--- config.mk ---
export PLATFORM = sky130hd
export DESIGN_NAME = sram_init_ctrl
export DESIGN_NICKNAME = d
export VERILOG_FILES = /design/src/rtl/sram_init_ctrl.sv
export SDC_FILE = /design/constraint.sdc
export NUM_CORES = 1
export LEC_CHECK = 0
export BUFFER_PORTS_ARGS = -buffer_cell sky130_fd_sc_hd__buf_4
export CAP_MARGIN = 25
export CORE_ASPECT_RATIO = 0.9
export CORE_MARGIN = 2
export CORE_UTILIZATION = 30
export DETAILED_ROUTE_END_ITERATION = 10
export GPL_TIMING_DRIVEN = 1
export RECOVER_POWER = 50
export SLEW_MARGIN = 20
export SYNTH_ARGS = -nofsm -noshare
export SYNTH_HDL_FRONTEND = slang
export SYNTH_SLANG_ARGS = --single-unit
--- constraint.sdc ---
create_clock -name HCLK -period 2.9 [get_ports HCLK]
set_input_delay 0.58 -clock HCLK [delete_from_list [all_inputs] [get_ports HCLK]]
set_output_delay 0.58 -clock HCLK [all_outputs]
set_load 0.02 [all_outputs]
--- src/rtl/sram_init_ctrl.sv ---
// SRAM clear controller between an AHB slave port and its SRAM bridge: fills the macro with INIT_VALUE
// after reset or on request, stalls a bus transfer that arrives mid-clear and replays it to the bridge afterwards.
module sram_init_ctrl #(
  parameter int          AW         = 12,
  parameter logic [31:0] INIT_VALUE = 32'h0000_0000,
  parameter bit          AUTO_INIT  = 1'b1
) (
  input  logic          HCLK,
  input  logic          HRESET,

  input  logic          HSEL,
  input  logic [1:0]    HTRANS,
  input  logic [31:0]   HADDR,
  input  logic          HWRITE,
  input  logic [2:0]    HSIZE,
  input  logic          HREADY,
  output logic          HREADYOUT,

  output logic          s_HSEL,
  output logic [1:0]    s_HTRANS,
  output logic [31:0]   s_HADDR,
  output logic          s_HWRITE,
  output logic [2:0]    s_HSIZE,
  output logic          s_HREADY,
  input  logic          s_HREADYOUT,

  input  logic          b_SRAMCS,
  input  logic [3:0]    b_SRAMWEN,
  input  logic [AW-3:0] b_SRAMADDR,
  input  logic [31:0]   b_SRAMWDATA,

  output logic          SRAMCS,
  output logic [3:0]    SRAMWEN,
  output logic [AW-3:0] SRAMADDR,
  output logic [31:0]   SRAMWDATA,

  input  logic          init_start,
  output logic          init_busy,
  output logic          init_done
);

  typedef enum logic [1:0] {
    IDLE   = 2'd0,
    CLEAR  = 2'd1,
    REPLAY = 2'd2
  } state_t;

  state_t        state;
  logic [AW-3:0] cnt;
  logic          cap_v;
  logic          start_pend;
  logic          dphase;
  logic          accept;
  logic          cap_now;

  logic [31:0]   cap_haddr;
  logic [1:0]    cap_htrans;
  logic          cap_hwrite;
  logic [2:0]    cap_hsize;

  assign accept  = HSEL & HTRANS[1] & HREADY;
  assign cap_now = (state == CLEAR) & accept & ~cap_v;

  // Control FSM; init_busy is kept as a registered copy of (state != IDLE).
  always_ff @(posedge HCLK) begin
    if (HRESET) begin
      state      <= AUTO_INIT ? CLEAR : IDLE;
      init_busy  <= AUTO_INIT;
      cnt        <= '0;
      cap_v      <= 1'b0;
      start_pend <= 1'b0;
      init_done  <= 1'b0;
      dphase     <= 1'b0;
    end else begin
      dphase <= s_HSEL & s_HTRANS[1] & s_HREADY;
      case (state)
        IDLE: begin
          // Wait for a cycle with neither an address nor a data phase so the bridge can drain.
          if (start_pend && !accept && !dphase) begin
            state      <= CLEAR;
            init_busy  <= 1'b1;
            start_pend <= 1'b0;
            cnt        <= '0;
            init_done  <= 1'b0;
          end else if (init_start) begin
            start_pend <= 1'b1;
          end
        end
        CLEAR: begin
          cnt <= cnt + 1'b1;
          if (cap_now)
            cap_v <= 1'b1;
          if (&cnt) begin
            init_done <= 1'b1;
            if (cap_v || cap_now) begin
              state <= REPLAY;
            end else begin
              state     <= IDLE;
              init_busy <= 1'b0;
            end
          end
        end
        REPLAY: begin
          cap_v     <= 1'b0;
          state     <= IDLE;
          init_busy <= 1'b0;
        end
        default: begin
          state     <= IDLE;
          init_busy <= 1'b0;
        end
      endcase
    end
  end

  // Captured address phase is plain data; cap_v qualifies it.
  always_ff @(posedge HCLK) begin
    if (cap_now) begin
      cap_haddr  <= HADDR;
      cap_htrans <= HTRANS;
      cap_hwrite <= HWRITE;
      cap_hsize  <= HSIZE;
    end
  end

  always_comb begin
    s_HSEL    = HSEL;
    s_HTRANS  = HTRANS;
    s_HADDR   = HADDR;
    s_HWRITE  = HWRITE;
    s_HSIZE   = HSIZE;
    s_HREADY  = HREADY;
    HREADYOUT = s_HREADYOUT;
    SRAMCS    = b_SRAMCS;
    SRAMWEN   = b_SRAMWEN;
    SRAMADDR  = b_SRAMADDR;
    SRAMWDATA = b_SRAMWDATA;
    case (state)
      CLEAR: begin
        s_HSEL    = 1'b0;
        s_HTRANS  = 2'b00;
        HREADYOUT = ~cap_v;
        SRAMCS    = 1'b1;
        SRAMWEN   = 4'hF;
        SRAMADDR  = cnt;
        SRAMWDATA = INIT_VALUE;
      end
      REPLAY: begin
        s_HSEL    = 1'b1;
        s_HTRANS  = cap_htrans;
        s_HADDR   = cap_haddr;
        s_HWRITE  = cap_hwrite;
        s_HSIZE   = cap_hsize;
        s_HREADY  = 1'b1;
        HREADYOUT = 1'b0;
      end
      default: ;
    endcase
    if (cap_v)
      HREADYOUT = 1'b0;
  end

endmodule

## Word level (Yosys, flattened, before mapping)

Cells that the tools add are included.

- Bits in registers: 55
- Input bits: 91
- Output and inout port bits: 90
- Word-level logic and storage cells: 70

- $add $sub $neg: 1
- Equality and inequality tests: 6
- Mux-type cells: 29
- Bitwise gates (word level): 7
- Reduce and logical (&&, ||, !) cells: 16

Operator list:

| operator | number |
|---|---|
| $mux W32 | 2 |
| $mux W10 | 2 |
| $pmux W10 S2 | 1 |
| $mux W1 | 12 |
| $add A10 B1 Y10 const B | 1 |
| $pmux W1 S2 | 5 |
| $reduce_and A10 Y1 | 1 |
| $pmux W2 S2 | 2 |
| $reduce_and A2 Y1 | 4 |
| $and A1 B1 Y1 | 6 |
| $mux W2 | 3 |
| $ne A2 B2 Y1 const B | 3 |
| $reduce_and A3 Y1 | 2 |
| $reduce_bool A2 Y1 | 3 |
| $mux W4 | 1 |
| $mux W3 | 1 |
| $eq A2 B1 Y1 const B | 1 |
| $eq A2 B2 Y1 const B | 1 |
| $logic_and A1 B1 Y1 | 2 |
| $logic_not A1 Y1 | 2 |
| $logic_not A2 Y1 | 1 |
| $ne A2 B1 Y1 const B | 1 |
| $logic_or A1 B1 Y1 | 1 |
| $not A1 Y1 | 1 |

## Depth between registers and ports, before layout

Gate-level depths: netlist of the first run.

- Word-level depth: 8
- Gate-level depth with buffers: 8
- Mapped depth without buffers: 6

## Worst setup path before layout of the first run

No wires, ideal clock.

- Path type: reg-to-reg
- Start: register state[1]
- End: register cap_haddr[0] (enable)
- Library setup time: 0.433 ns
- Arrival: 2.560 ns
- Data required time: 2.467 ns
- Setup slack: -0.093 ns
- Stages on the path, launching flop included: 7
- Buffers on the path: 2
- Period minus slack after synthesis: 2.993 ns
- Cell sequence: dfxtp_1 inv_1 ha_1 buf_4 clkbuf_1 nand2_1 nor2_1

- Cells in the longest elaborated chain, start to end: 3

Ends and longest elaborated chain:

| what | RTL line | RTL |
|---|---|---|
| from (decl) | 48 | `state_t state;` |
| from (signal assigned) | 67 | `state <= AUTO_INIT ? CLEAR : IDLE;` |
| $eq A2 B1 Y1 | 62 | `assign cap_now = (state == CLEAR) & accept & ~cap_v;` |
| $and A1 B1 Y1 (2 in series) | 62 |  |
| named net cap_now | 54 | `logic cap_now;` |
| to (signal assigned) | 119 | `cap_haddr <= HADDR;` |
| to (decl) | 56 | `logic [31:0] cap_haddr;` |

The timed path passes the listed nets, and every way through them passes these cells.
A chain may end at the register's enable or synchronous reset.

## Worst setup path in the final report of the first run

- Start: register state[1]
- End: output SRAMWDATA[1]

- Cells in the longest elaborated chain, start to end: 2

Ends and longest elaborated chain:

| what | RTL line | RTL |
|---|---|---|
| $eq A2 B1 Y1 | 138 | `case (state)` |
| $mux W32 | 138 |  |
| to (decl) | 35 | `output logic [31:0] SRAMWDATA,` |

Every way passes these cells.

==> results of run 1 <==
==> flip-flops by register name, indices dropped and copies added (netlist names) <==
signal and count:
init_busy 1, cnt 10, init_done 1, state 2, cap_haddr 32, start_pend 1
dphase 1, cap_v 1, cap_hsize 3, cap_hwrite 1, cap_htrans 2
==> metrics by stage <==
| stage | power (W) | std cells | hold WS (ps) | setup slack, ps | cell area, um2 |
|---|---|---|---|---|---|
| final | 0.00190 | 556 | 460 | 283 | 4480 |
| after global placement | 0.00140 | 548 | 487 | 669 | 4410 |
| after detailed placement | 0.00140 | 548 | 497 | 592 | 4410 |
| after floorplan | 0.00116 | 252 | 456 | 524 | 2920 |
| after global routing | 0.00199 | 556 | 444 | 86.3 | 4480 |
| after CTS | 0.00192 | 556 | 432 | 242 | 4520 |
==> report_power, final <==
part	total (W)	switching, W	internal, W
registers	0.000896	0.0000242	0.000872
clock network	0.000524	0.000262	0.000262
logic	0.000480	0.000241	0.000238
total	0.00190	0.000527	0.00137
==> synth_stat cells, types with 3 or more instances <==
library cell,count,area share (%)
mux2i_1,3,1.0
nand2_1,6,0.77
or2_2,6,1.3
dfxtp_1,17,12
ha_1,4,1.7
nand3_1,8,1.4
or3_1,4,0.86
nor2b_1,35,7.5
mux2_2,46,18
buf_1,4,0.51
edfxtp_1,38,39
a21oi_1,14,2.4
inv_1,6,0.77
clkbuf_1,8,1.0
nor2_1,8,1.0
o21ai_0,9,1.5
==> layer usage <==
metal  global-route usage, %  routed length (um)  vias up
li1                        -                   -     1287
met1                    16.6                3120     1240
met2                    27.0                4110      119
met3                    3.49                 643        9
met4                    4.73                 165        0
met5                       0                   0        -
==> worst max-delay path by stage <==
stage | startpoint | to | slack (ps)
finish | state[1] | SRAMWDATA[1] | 280
global route | state[1] | SRAMWDATA[1] | 90
CTS | state[1] | SRAMWDATA[1] | 240
detailed placement | state[1] | SRAMWDATA[1] | 590
global placement | state[1] | SRAMWDATA[1] | 670
floorplan | state[1] | cap_haddr[0] | 520
==> final cells by class <==
type	instances	share of cell area, %
tap	126	3.52
multi-input combinational	178	30.6
clock inverter	2	0.866
sequential	55	33.1
inverter	6	0.503
timing repair buffer	183	29.8
clock buffer	6	1.62
==> cells by family (layout without fill, tap and decap cells) <==
| family | count (synthesis) | after routing | share of synthesized area (%) |
|---|---|---|---|
| flip-flops | 55 | 55 | 50.8 |
| XOR/XNOR | 2 | 2 | 0.600 |
| AND/OR/NAND/NOR | 82 | 82 | 16.9 |
| adder cells (fa/ha/maj) | 4 | 4 | 1.71 |
| multiplexers | 49 | 49 | 18.8 |
| AO/OA/AOI/OAI | 41 | 41 | 8.70 |
| buffers and inverters | 19 | 197 | 2.57 |
==> results_dict.tcl, run 1 <==
set metrics [dict create \
    clk_latency_ps 310 \
    antennaDiodeCount 0 \
    cts_hold_buffers 0 \
    mostFrequentLayoutCells "142 x buf_4, 46 x mux2_2, 38 x edfxtp_1" \
    io_buffers 180 \
    slew_headroom_pct 34.5 \
    timing.final.hold_violations 0 \
    die_area_um2 10500 \
    drt_first_iter_violations 83 \
    worstHoldPathType "in -> reg" \
    grt_pass1_wl_mm 12.3 \
    ys_seq_elements 55 \
    synth_area_per_cell_um2 11.6 \
    core_area_um2 9570 \
    dp_hpwl_mm 6.15 \
    utilization_pct 46.8 \
    ys.flop_type "edfxtp_1" \
    pin_count 181 \
    grt_use_total_pct 14.7 \
    power_leakage_nw 1.90 \
    rsz0062_at_grt "no" \
    num-fill-cells 904 \
    setup_viol 0 \
    h-tree-depth 2 \
    maxCapViolCount 0 \
    drtPass1Iterations 4 \
    min_to "cap_hsize[1]" \
    status "completed" \
    maxSlewViolCount 0 \
    slowest_delay_ps 590 \
    post-cts-setup-buffers 0 \
    final_nets 524 \
    tns_ps 0 \
    min_path_cells 1 \
    reg2regPathDepth 5 \
    fmax_ghz 0.382 \
    clock_path_buffers 2 \
    ant_nets 0 \
    yosys_warnings 0 \
    dieWidth_um 108 \
    hp-start "HSIZE[1]" \
    synthCells 252 \
    tightest_slew_ps 983 \
    clkSinkCount 55 \
    viasPerCell 4.78 \
    numCtsBuffers 5 \
    critPathLaunchType "flip-flop" \
    clk_pin_slew_ps 110 \
    critPathSlowestCell "ha_2" \
    synth_fp_nets 347 \
    drive_gt1_share_pct 54.9 \
    vias 2655 \
    crit_arrival_ps 2040 \
    die_h_um 97.6 \
    wire_per_inst_um 14.4 \
    path_delay_family "buffers and inverters" \
    cp.depth 5 \
    cp_cell_sequence "inv_1 > ha_2 > buf_4 > nor2b_1 > buf_4" \
    criticalPathCategory "reg -> out" \
    grt_overflow 0 \
    syn_area_um2 2920 \
    drt_wl_total_mm 8.03 \
    ys_async_sr_fraction_pct 0 \
    r2r_end "cap_hsize[2]" \
    antenna_found_initial 0 \
    cp_num_buf_inv 3 \
    ctsResizeCount 0 \
    seqCellArea_um2 1480 \
    r2r_setup_slack_ps 430 \
    place_congestion 0.755 \
    timing.final.crit_share_pct 90.3 \
    start_util_pct 30.5 \
    root_buffer "clkbuf_8" \
    synth_edf_count 38 \
    crit_top_cell "buf_4" \
    final_common_cell "buf_4" \
    cts_tree "yes" \
    period_needed_ps 2620 \
    end_kind "output pin" \
    syn_to_final_growth_pct 53.5 \
    ir_drop_mv 0.202 \
    grt_pass1_vias 2491 \
    rows 34 \
    drc 0 \
    finClkSkew_ps 13.0 \
    power.density_nw_per_um2 424 \
    ys_seq_area_share_pct 50.8 \
    multi_input_area_um2 1370 \
    worstPathRequired_ps 2320 \
    yosysUniqueCellTypes 44 \
    r2r-start "state[1]" \
    grt_max_degree 42 \
    cp_max_fo 32 \
]
(Power assumes the default switching activity.)
==> run 2, diff against run 1 <==
- ABC_AREA: unset -> 1
- CORE_MARGIN: 2 -> 1
- SETUP_SLACK_MARGIN: unset -> 0.5
==> run 2 against run 1 <==
Worst hold slack better by 15 ps. Cell area is 1.3% lower. Critical path type unchanged. Sequential share of layout area is 0.45 points higher. Final cell count is 26% higher. Clock skew is 6.0 ps lower. Count of clock-buffer cells in the layout is 1 lower. Synthesized area is 0.51% higher.
==> results_dict.tcl, run 2 <==
set metrics [dict create \
    p_total_w 0.00301 \
    ys_async_sr_fraction_pct 0 \
    finClkSkew_ps 7.07 \
    clk_latency_ps 300 \
    layout.cells.non_filler 701 \
    final_nets 674 \
    finalWorstSetupSlack_ps 516 \
    cts_hold_buffers 0 \
    slew_headroom_pct 36.5 \
    post-place-ws_ps 860 \
    grt_pass1_wl_mm 13.1 \
    syn_area_um2 2930 \
    worstPathRequired_ps 2320 \
    timing.final.hold_violations 0 \
    period_needed_ps 2380 \
    cp_max_fo 20 \
    ys_seq_elements 55 \
    yosysUniqueCellTypes 23 \
    pin_count 181 \
    critPathLaunchType "flip-flop" \
    clock_path_buffers 2 \
    worstHoldPathType "reg -> reg" \
    rsz0062_at_grt "yes" \
    root_buffer "clkbuf_8" \
    grt_pass1_vias 2851 \
    place_congestion 0.790 \
    dp_cells 694 \
    synth_top_area_share_pct 38.9 \
    syn_to_final_growth_pct 50.6 \
    maxSlewViolCount 0 \
    synth_area_leader_cell "edfxtp_1" \
    largest_reg_flops 32 \
    vias 3019 \
    start_util_pct 31.6 \
    h-tree-depth 2 \
    synth_edf_count 38 \
    synth_fp_nets 499 \
    grt_overflow 0 \
    end_kind "output pin" \
    die_h_um 95.8 \
    ys.flop_type "edfxtp_1" \
    die_area_um2 10200 \
    ir_drop_mv 0.364 \
    synthCells 404 \
    dieWidth_um 106 \
    timing.final.crit_share_pct 82.2 \
    cts_tree "yes" \
    io_buffers 180 \
    fmax_ghz 0.419 \
    post-cts-setup-buffers 0 \
    final_common_cell "nand2_1" \
    power_leakage_nw 2.26 \
    clk_pin_slew_ps 90 \
    num-fill-cells 933 \
    grt_max_degree 41 \
    clkSinkCount 55 \
    antenna_found_initial 0 \
    viasPerCell 4.31 \
    criticalPathCategory "reg -> out" \
    synth.top_cells.by_count "168 x nand2_1, 53 x inv_1, 48 x nor2_1" \
    crit_arrival_ps 1800 \
    ys_seq_area_share_pct 50.5 \
    top_register "cap_haddr" \
    tns_ps 0 \
    numCtsBuffers 5 \
    yosys_warnings 0 \
    reg_top3 "cap_haddr (32), cnt (10), cap_hsize (3)" \
    setup_viol 0 \
    status "completed" \
    drive_gt1_share_pct 29.9 \
    power.density_nw_per_um2 680 \
    synth_area_per_cell_um2 7.26 \
    antennaDiodeCount 0 \
    maxCapViolCount 0 \
    dp_hpwl_mm 6.23 \
    core_area_um2 9290 \
    drtPass1Iterations 4 \
    wire_per_inst_um 11.5 \
    rows 33 \
    tightest_slew_ps 953 \
    ant_nets 0 \
    drt_first_iter_violations 174 \
    drc 0 \
    holdWs_ps 475 \
    yosysMostFrequentCell "nand2_1" \
    yosys-top-cells-area "edfxtp_1 39%, nand2_1 21%, dfxtp_1 12%, inv_1 6.8%, nor2_1 6.1%" \
    drt_wl_total_mm 8.09 \
    mostFrequentLayoutCells "169 x nand2_1, 142 x buf_4, 54 x inv_1" \
    grt_use_total_pct 16.1 \
]
==> run 2: cell count changes in the layout (fill, tap and decap cells not counted), sizes merged, moves of 11 or more <==
cell / before / now
nand2: 6 / 169
nand3: 8 / 19
mux2: 46 / 0
nor2: 8 / 48
nor2b: 35 / 0
inv: 7 / 55
==> run 2: power breakdown <==
part,switching [W],internal [W],leakage (nW)
clock,0.000241,0.000253,0.0502
combinational,0.000951,0.000588,1.73
sequential,0.0000456,0.000926,0.485
==> run 2: final timing paths <==
path	start	to	slack, ps	cells past startpoint
max	state[1]	SRAMADDR[0]	520	6
min	init_done	init_done	480	2
max reg2reg	state[1]	cnt[9]	780	8
min reg2reg	init_done	init_done	480	2
==> run 2: repair_timing <==
action                                  CTS  global route
endpoints found under the setup margin    0            37
gates resized for setup                   0             3
hold endpoints to repair                  0             0
==> run 2: worst max-delay path: stages, from the launching register on <==
cell     delay (ps)
dfxtp_1         380
inv_1            70
ha_1            240
inv_1           450
nand2_1          90
o21ai_0         100
buf_4           170
==> run 2: layer usage <==
layer,part of all wire (%),up-vias,GRT usage (%)
met5,0,-,0
met4,0.51,0,2.66
met3,7.7,5,4.13
met2,47,110,28.1
met1,45,1318,20.5
li1,-,1586,-
==> run 2: final cells by class <==
class,instances,area (um2),area share (%)
tap,122,153,3.45
clock inverter,2,37.5,0.849
timing repair buffer,184,1280,29.1
multi-input combinational,278,1180,26.8
clock buffer,5,68.8,1.56
inverter,55,209,4.73
sequential,55,1480,33.5
==> run 2: stage by stage <==
step / utilization (%) / area [um2]
2_1_floorplan: - / 2940
3_3_place_gp: 47.5 / 4410
3_5_place_dp: 47.5 / 4410
4_1_cts: 48.6 / 4520
5_1_grt: 47.6 / 4420
6_report: 47.6 / 4420
==> run 2: cell families (layout without fill, tap and decap cells) <==
kind of cell / Yosys count / after routing / synth area share (%)
simple gates: 248 / 248 / 33.5
compound gates: 24 / 24 / 4.39
flops: 55 / 55 / 50.5
buf+inv: 71 / 246 / 9.30
fa+ha+maj: 4 / 4 / 1.71
xor+xnor: 2 / 2 / 0.597
